### src/rtl/timer_sequencer_if.sv
// Request/completion side and Timer register port of the timer sequencer.
// The slave modport is the sequencer. The master modport is its environment: the requester and the Timer.
interface timer_sequencer_if #(
    parameter int TAG_W  = 4,
    parameter int PEND_W = 3
);
    logic              req_valid;
    logic              req_ready;
    logic [31:0]       req_delay;
    logic [TAG_W-1:0]  req_tag;
    logic              abort;
    logic [29:0]       tim_addr;
    logic              tim_we;
    logic [31:0]       tim_din;
    logic [31:0]       tim_dout;
    logic              tim_irq;
    logic              done_valid;
    logic [TAG_W-1:0]  done_tag;
    logic [31:0]       remain;
    logic              busy;
    logic [PEND_W-1:0] pending;

    modport master (
        output req_valid, req_delay, req_tag, abort, tim_dout, tim_irq,
        input  req_ready, tim_addr, tim_we, tim_din, done_valid, done_tag,
               remain, busy, pending
    );

    modport slave (
        input  req_valid, req_delay, req_tag, abort, tim_dout, tim_irq,
        output req_ready, tim_addr, tim_we, tim_din, done_valid, done_tag,
               remain, busy, pending
    );
endinterface

### src/rtl/timer_sequencer.sv
// Queues delay requests and runs each one on a single Timer peripheral.
// Each request does stop, load preset, start with IRQ, wait for IRQ, then acknowledge.
module timer_sequencer #(
    parameter int          DEPTH = 4,
    parameter int          TAG_W = 4,
    parameter logic [31:0] BASE  = 32'h0000_7F00
) (
    input  logic            clk,
    input  logic            reset,
    timer_sequencer_if.slave bus
);
    localparam int          PTR_W      = $clog2(DEPTH);
    localparam int          CNT_W      = PTR_W + 1;
    localparam logic [29:0] A_CTRL     = BASE[31:2];
    localparam logic [29:0] A_PRESET   = BASE[31:2] + 30'd1;
    localparam logic [29:0] A_COUNT    = BASE[31:2] + 30'd2;
    localparam logic [31:0] CTRL_START = 32'h0000_0009;

    typedef enum logic [2:0] {
        S_IDLE,
        S_W_STOP,
        S_W_PRESET,
        S_W_START,
        S_WAIT,
        S_DONE,
        S_ABRT
    } state_t;

    state_t           r_state;
    state_t           w_next;

    logic [31:0]      r_mem_delay [DEPTH];
    logic [TAG_W-1:0] r_mem_tag   [DEPTH];
    logic [PTR_W-1:0] r_wr_ptr;
    logic [PTR_W-1:0] r_rd_ptr;
    logic [CNT_W-1:0] r_count;
    logic [31:0]      r_cur_delay;
    logic [TAG_W-1:0] r_cur_tag;

    logic             w_full;
    logic             w_empty;
    logic             w_push;
    logic             w_pop;

    logic [29:0]      w_tim_addr;
    logic             w_tim_we;
    logic [31:0]      w_tim_din;
    logic             w_done_valid;
    logic [TAG_W-1:0] w_done_tag;
    logic [31:0]      w_remain;

    assign w_full        = (r_count == CNT_W'(DEPTH));
    assign w_empty       = (r_count == '0);
    assign bus.req_ready = !w_full && !bus.abort;
    assign w_push        = bus.req_valid && bus.req_ready;
    // The pop looks at the registered count, so a request pushed into an empty FIFO waits one edge.
    assign w_pop         = (r_state == S_IDLE) && !w_empty && !bus.abort;

    // NOTE: the storage array is not reset. Only the pointers and count define which entries are valid.
    always_ff @(posedge clk) begin
        if (w_push) begin
            r_mem_delay[r_wr_ptr] <= bus.req_delay;
            r_mem_tag[r_wr_ptr]   <= bus.req_tag;
        end
    end

    // NOTE: sequential state uses non-blocking assignments, so every flop samples pre-edge values.
    always_ff @(posedge clk or negedge reset) begin
        if (!reset) begin
            r_wr_ptr <= '0;
            r_rd_ptr <= '0;
            r_count  <= '0;
        end else if (bus.abort) begin
            r_wr_ptr <= '0;
            r_rd_ptr <= '0;
            r_count  <= '0;
        end else begin
            if (w_push) r_wr_ptr <= r_wr_ptr + PTR_W'(1);
            if (w_pop)  r_rd_ptr <= r_rd_ptr + PTR_W'(1);
            case ({w_push, w_pop})
                2'b10:   r_count <= r_count + CNT_W'(1);
                2'b01:   r_count <= r_count - CNT_W'(1);
                default: r_count <= r_count;
            endcase
        end
    end

    always_ff @(posedge clk or negedge reset) begin
        if (!reset) begin
            r_cur_delay <= '0;
            r_cur_tag   <= '0;
        end else if (w_pop) begin
            r_cur_delay <= r_mem_delay[r_rd_ptr];
            r_cur_tag   <= r_mem_tag[r_rd_ptr];
        end
    end

    always_ff @(posedge clk or negedge reset) begin
        if (!reset) r_state <= S_IDLE;
        else        r_state <= w_next;
    end

    // NOTE: every combinational output gets a default first, so no path can infer a latch.
    always_comb begin
        w_next = r_state;
        case (r_state)
            S_IDLE:     if (w_pop) w_next = S_W_STOP;
            S_W_STOP:   w_next = bus.abort ? S_ABRT : S_W_PRESET;
            S_W_PRESET: w_next = bus.abort ? S_ABRT : S_W_START;
            S_W_START:  w_next = bus.abort ? S_ABRT : S_WAIT;
            S_WAIT: begin
                if (bus.abort)        w_next = S_ABRT;
                else if (bus.tim_irq) w_next = S_DONE;
            end
            S_DONE:     w_next = S_IDLE;
            S_ABRT:     w_next = S_IDLE;
            default:    w_next = S_IDLE;
        endcase
    end

    always_comb begin
        w_tim_addr   = A_CTRL;
        w_tim_we     = 1'b0;
        w_tim_din    = '0;
        w_done_valid = 1'b0;
        w_done_tag   = '0;
        w_remain     = '0;
        case (r_state)
            S_W_STOP: w_tim_we = 1'b1;
            S_W_PRESET: begin
                w_tim_we   = 1'b1;
                w_tim_addr = A_PRESET;
                w_tim_din  = r_cur_delay;
            end
            S_W_START: begin
                w_tim_we  = 1'b1;
                w_tim_din = CTRL_START;
            end
            S_WAIT: begin
                w_tim_addr = A_COUNT;
                w_remain   = bus.tim_dout;
            end
            // Writing ctrl=0 clears IM, which drops the Timer IRQ before the next request starts.
            S_DONE: begin
                w_tim_we     = 1'b1;
                w_done_valid = 1'b1;
                w_done_tag   = r_cur_tag;
            end
            S_ABRT:  w_tim_we = 1'b1;
            default: ;
        endcase
    end

    assign bus.tim_addr   = w_tim_addr;
    assign bus.tim_we     = w_tim_we;
    assign bus.tim_din    = w_tim_din;
    assign bus.done_valid = w_done_valid;
    assign bus.done_tag   = w_done_tag;
    assign bus.remain     = w_remain;
    assign bus.busy       = (r_state != S_IDLE);
    assign bus.pending    = r_count;
endmodule

### src/flat_wrapper.sv
// flat-port wrapper written by rule: the top's interface ports become plain ports
module timer_sequencer_flat 
#(
    parameter int          DEPTH = 4,
    parameter int          TAG_W = 4,
    parameter logic [31:0] BASE  = 32'h0000_7F00
)
  (clk, reset, bus_req_valid, bus_req_delay, bus_req_tag, bus_abort, bus_tim_dout, bus_tim_irq, bus_req_ready, bus_tim_addr, bus_tim_we, bus_tim_din, bus_done_valid, bus_done_tag, bus_remain, bus_busy, bus_pending);
  timer_sequencer_if #(.TAG_W(TAG_W), .PEND_W(3)) bus_i ();
  input  logic clk;
  input  logic reset;
  input wire logic [$bits(bus_i.req_valid)-1:0] bus_req_valid;
  input wire logic [$bits(bus_i.req_delay)-1:0] bus_req_delay;
  input wire logic [$bits(bus_i.req_tag)-1:0] bus_req_tag;
  input wire logic [$bits(bus_i.abort)-1:0] bus_abort;
  input wire logic [$bits(bus_i.tim_dout)-1:0] bus_tim_dout;
  input wire logic [$bits(bus_i.tim_irq)-1:0] bus_tim_irq;
  output wire logic [$bits(bus_i.req_ready)-1:0] bus_req_ready;
  output wire logic [$bits(bus_i.tim_addr)-1:0] bus_tim_addr;
  output wire logic [$bits(bus_i.tim_we)-1:0] bus_tim_we;
  output wire logic [$bits(bus_i.tim_din)-1:0] bus_tim_din;
  output wire logic [$bits(bus_i.done_valid)-1:0] bus_done_valid;
  output wire logic [$bits(bus_i.done_tag)-1:0] bus_done_tag;
  output wire logic [$bits(bus_i.remain)-1:0] bus_remain;
  output wire logic [$bits(bus_i.busy)-1:0] bus_busy;
  output wire logic [$bits(bus_i.pending)-1:0] bus_pending;
  assign bus_i.req_valid = bus_req_valid;
  assign bus_i.req_delay = bus_req_delay;
  assign bus_i.req_tag = bus_req_tag;
  assign bus_i.abort = bus_abort;
  assign bus_i.tim_dout = bus_tim_dout;
  assign bus_i.tim_irq = bus_tim_irq;
  assign bus_req_ready = bus_i.req_ready;
  assign bus_tim_addr = bus_i.tim_addr;
  assign bus_tim_we = bus_i.tim_we;
  assign bus_tim_din = bus_i.tim_din;
  assign bus_done_valid = bus_i.done_valid;
  assign bus_done_tag = bus_i.done_tag;
  assign bus_remain = bus_i.remain;
  assign bus_busy = bus_i.busy;
  assign bus_pending = bus_i.pending;
  timer_sequencer #(.DEPTH(DEPTH), .TAG_W(TAG_W), .BASE(BASE)) u_core (.clk(clk), .reset(reset), .bus(bus_i));
endmodule
### config.mk
export PLATFORM = sky130hd
export DESIGN_NAME = timer_sequencer_flat
export DESIGN_NICKNAME = d
export VERILOG_FILES = /design/src/rtl/timer_sequencer_if.sv /design/src/rtl/timer_sequencer.sv /design/src/flat_wrapper.sv
export SDC_FILE = /design/constraint.sdc
export NUM_CORES = 1
export LEC_CHECK = 0
export ABC_AREA = 1
export CELL_PAD_IN_SITES_DETAIL_PLACEMENT = 0
export CELL_PAD_IN_SITES_GLOBAL_PLACEMENT = 1
export CORE_ASPECT_RATIO = 0.6
export CORE_MARGIN = 5
export CORE_UTILIZATION = 41
export CTS_BUF_LIST = sky130_fd_sc_hd__clkbuf_8
export DETAILED_ROUTE_END_ITERATION = 12
export MAX_ROUTING_LAYER = met4
export PLACE_DENSITY = 0.94
export SYNTH_ARGS = -nofsm -noshare
export SYNTH_HDL_FRONTEND = slang
export SYNTH_SLANG_ARGS = --single-unit
### constraint.sdc
create_clock -name clk -period 3 [get_ports clk]
set_input_delay 0.6 -clock clk [delete_from_list [all_inputs] [get_ports clk]]
set_output_delay 0.6 -clock clk [all_outputs]
set_load 0.1 [all_outputs]
* After elaboration in Yosys (flattened, before gate mapping)
Memories as Yosys holds them, arrays and structs flattened. A register that Yosys moved wholly into a read port is not among the register bits.
Cells that the tools add are included.
** Operators by class
- Add/subtract/negate cells :: 4
- Eq/ne operators :: 11
- Mux-type cells :: 21
- Reductions and logical operators :: 17
** Operators by type and width (count)
- 32-bit case mux with 2 select lines :: 1
- 32-bit 2-to-1 mux :: 1
- 3-bit 2-to-1 mux :: 6
- 3-bit case mux with 5 select lines :: 1
- 3-bit == test, second input constant :: 4
- 2-bit 2-to-1 mux :: 5
- 3-bit by 2-bit == test with 1-bit output, second input constant :: 2
- 3-bit zero test :: 2
- 3-bit case mux with 2 select lines :: 1
- 3-bit nonzero test :: 2
- 1-bit zero test :: 5
- 5-bit OR reduction :: 1
- 2-bit by 1-bit adder with 2-bit output, second input constant :: 2
- 1-bit logical AND :: 4
- 1-bit 2-to-1 mux :: 4
- 4-bit 2-to-1 mux :: 1
- 2-bit case mux with 2 select lines :: 1
- 2-bit nonzero test :: 2
- 3-bit by 1-bit adder with 3-bit output, second input constant :: 1
- 3-bit by 1-bit == test with 1-bit output, second input constant :: 1
- 3-bit != test, second input constant :: 1
- 3-bit by 1-bit subtractor with 3-bit output, second input constant :: 1
- 2-bit by 1-bit == test with 1-bit output, second input constant :: 1
- 2-bit == test, second input constant :: 1
- 2 further kinds :: 2
** Storage, ports and cells
- Flip-flop bits (word level) :: 10
- Bits in writable memories :: 144
- Input bits :: 73
- Output and inout port bits :: 105
- Word-level logic and storage cells :: 59
- Memories :: 2
** Memory list
- u_core.r_mem_delay :: words 4, bits a word 32, rd ports 1, clocked after Yosys merged registers in 1, write ports 1, RTL line timer_sequencer.sv:32 : logic [31:0] r_mem_delay [DEPTH];
- u_core.r_mem_tag :: words 4, bits a word 4, rd ports 1, clocked after Yosys merged registers in 1, write ports 1, RTL line timer_sequencer.sv:33 : logic [TAG_W-1:0] r_mem_tag [DEPTH];

* Logic depth before layout (Yosys ltp)
- Depth in word-level cells :: 7
- Mapped depth :: 14
- Mapped depth without buffers :: 14

* Worst setup path before layout
OpenSTA, ideal clock, no wires.
- Path kind :: reg2out
- Start :: register u_core.r_state[0]
- End :: output port bus_remain[10]
- Arrival time :: 3752 ps
- Data required time :: 2400 ps
- Path slack :: -1352 ps
- Cell stages (with the launch flop) :: 7
- Buffers on the path :: 1
- Path through :: dfrtp_1 -> nor2_2 -> inv_1 -> nor2_1 -> inv_1 -> buf_2 -> nor2_1
** On the way
- Longest elaborated chain between the ends :: 2
** RTL lines
- start, declared :: RTL line timer_sequencer.sv:29 : state_t r_state;
- start signal, assigned :: RTL line timer_sequencer.sv:100 : else r_state <= w_next;
- 3-bit == test :: RTL line timer_sequencer.sv:128 : case (r_state)
- 32-bit 2-to-1 mux :: RTL line timer_sequencer.sv:128
- end, declared :: RTL line flat_wrapper.sv:24 : output wire logic [$bits(bus_i.remain)-1:0] bus_remain;
No other way between the ends.

* Final worst setup path
- Start :: register u_core.r_state[0]
- End :: output port bus_remain[6]
The elaborated chain is that of the path after synthesis.

==> impl_results.md <==
- Endpoints failing hold: 0
- Slew Limit Headroom: 0.4781
- FF/Latch Area: 5477 um2
- Gpl congestion: 0.8061
- CP endpoint kind: output port
- DRC Markers: 0
- Share of cells above drive strength 1: 0.2270
- Routed WL: 18460 um
- Reg clk slew, reported paths: 0.10 ns
- H-tree levels: 4
- Worst Path Required: 2.40 ns
- Max-cap violations: 0
- RSZ-0062 raised after global routing: no
- Starting Density: 0.4195
- Worst-Skew Late Latency: 0.45 ns
- Post-route setup slack: around 0.33 ns
- Global-route track usage on met2: 0.2533
- Max Fclk: 374.3 MHz
- I/O pin count: 178
- CP Class: flip-flop to output port
- Global-route met3 utilization: 0.04685
- Worst hold path type: input pin to async pin
- Clk root buf: clkbuf_8
- Final hold slack: around 0.20 ns
- Total number of vias: around 5500
- Sequential share of the synthesized area: 0.6824
- Core ar.: 19130 um2
- Pin count of the biggest net entering global routing: 74
- Syn Area/Cell: 10.93 um2
- Initial antenna violation count: 1
- Cell Area, Placed: 10330 um2
- Nets@finish: 955
- Max FO, Critical Path: 28
- Remaining Overflow, GRT: 0
- VDD IR max: 0.5033 mV
- Leakage: 4.191 nW
- Synth unique cells: 28
- Buffer count from post-CTS setup fixing: 0
- Top cell type's share of synthesized area: 0.5389
- CTS Buf Count: 17
- Final setup vio count: 0
- Flops & latches, synth: 190
- Top cell type by total area after synthesis: edfxtp_1
- Final HPWL DP: 12440 um
- DRT Pass-1 Iters: 5
- Setup TNS: 0 ns
- CTS Sinks: 190
- Post-synth EDFFs: 144
- Area delta synth->final: 33.74%
- Post-Synthesis Cell Area: 8024 um2
- IO buf count: 149
- Synth Warn #: 0
- Most numerous cell in the Yosys netlist: nor2_1
- Worst EP arrival: 2.07 ns
- Synth area leaders: edfxtp_1, dfrtp_1, nor2_1, o21ai_0, inv_1
- Post-synth top cells: nor2_1, edfxtp_1, o21ai_0
- Die width: 190.6 um
- Slew @ Worst Pin: 0.7828 ns
- Area of the multi-input gates: 2242 um2
- PwrDens: 895.9 nW/um2
- Number of global-route vias before repair: 5351
- Skew final: approximately 0.015 ns
- Die Footprint: 22560 um2
- Cells after Synth: 734
- Cts hold-fix bufs: 0
- Die height: 118.4 um
- Post-CTS Resized: 0
- Layer with the highest usage: met2
- Fin crit period: 2.671 ns
- Status: completed
- Worst setup SP type: flip-flop
- Post-route clock period utilization: 0.8905
- Detailed Route Iter0 Violations: just over 400
- Antenna viol nets, final: 0
- Synth Flop Type: edfxtp_1
- Met1 usage: 0.2347
- Setup WS pre-CTS: 0.5026 ns
- Vias per inst: 4.732
- Async SR Flop Fraction: 0.2421
- First-pass GRT wire length: 29220 um
- Fill count: 1568
- Gr usage total: 0.1697
- Final design utilization: 0.5610
- Row cnt: 39
- Cell area after layout: 10730 um2
- Final Max Tran Viols: 0
- CTS tree: done
- CTS Buffer Depth: 2
- Routed len/inst: 15.95 um
report_power, final:
part | switching [mW] | total [mW] | internal (mW)
Sequential | 0.112 | 3.27 | 3.16
Clock | 0.891 | 1.68 | 0.787
Combinational | 3.48 | 4.66 | 1.18
Total | 4.48 | 9.61 | 5.13
per-stage QoR:
stage	power, mW	instances
6_report	9.614	1157
5_1_grt	10.05	1157
4_1_cts	9.672	1156
3_5_place_dp	8.019	1124
3_3_place_gp	7.972	1124
2_1_floorplan	6.777	760
cell families (layout without fill, tap and decap cells):
kind of cell / after synthesis / count (layout) / synth area share
other cells: 2 / 29 / 0.0009359
simple gates: 220 / 220 / 0.1068
fa+ha+maj: 5 / 5 / 0.008733
buf+inv: 157 / 287 / 0.09340
compound gates: 158 / 158 / 0.1056
xor+xnor: 2 / 2 / 0.002183
flops: 190 / 190 / 0.6824
routing by layer:
layer	wire, um	vias to the layer above	part of all wire
met1	8535	2591	0.46
met3	1252	21	0.068
li1	-	2685	-
met4	201	0	0.011
met5	0	-	0
met2	8467	178	0.46
worst paths after layout:
path	from	to	slack [ns]	cells after the start
max in group asynchronous	reset	u_core.r_cur_tag[3]$_DFFE_PN0P_	2.20	2
min reg2reg	u_core.r_cur_delay[13]$_DFFE_PN0P_	u_core.r_cur_delay[13]$_DFFE_PN0P_	0.54	2
min in group clk	u_core.r_cur_delay[13]$_DFFE_PN0P_	u_core.r_cur_delay[13]$_DFFE_PN0P_	0.54	2
min	reset	u_core.r_cur_delay[16]$_DFFE_PN0P_	0.20	1
max reg2reg	u_core.bus.pending[0]$_DFFE_PN0P_	u_core.bus.pending[2]$_DFFE_PN0P_	0.95	13
max	u_core.r_state[0]$_DFFE_PN0P_	bus_remain[6]	0.33	7
final cells by class:
type / instances / share of cell area
Tap cell: 266 / 0.03101
Timing Repair Buffer: 162 / 0.1798
Antenna cell: 1 / 0.0002332
Inverter: 93 / 0.03253
Clock buffer: 19 / 0.02437
Clock inverter: 13 / 0.01283
Multi-Input combinational cell: 413 / 0.2089
Sequential cell: 190 / 0.5103
sequential cells by signal, summed over array words and instances, names as in the netlist:
signal and flops:
u_core.r_cur_delay 32, u_core.r_cur_tag 4, u_core.bus.pending 3, u_core.r_mem_delay 128
u_core.r_rd_ptr 2, u_core.r_mem_tag 16, u_core.r_state 3, u_core.r_wr_ptr 2
layout by cell type, fill, tap and decap left out, drive strengths merged:
cell type        n
clkbuf          19
nor2           152
inv             95
buf             91
xnor2            2
ha               4
nand2           66
fa               1
diode            1
dfrtp           46
o22ai           37
a22oi            1
clkinvlp         2
bufinv           2
clkdlybuf4s50   71
conb            28
edfxtp         144
clkinv           7
a21oi            7
o21ai          112
o311ai           1
nand3            2
worst max-delay path, cell delays in order (launching register included):
cell	delay, ns
dfrtp_1	0.45
nor2_2	0.16
inv_1	0.11
nor2_4	0.14
inv_2	0.13
buf_12	0.23
nor2_4	0.11
buf_4	0.29
(Power assumes the default switching activity.)
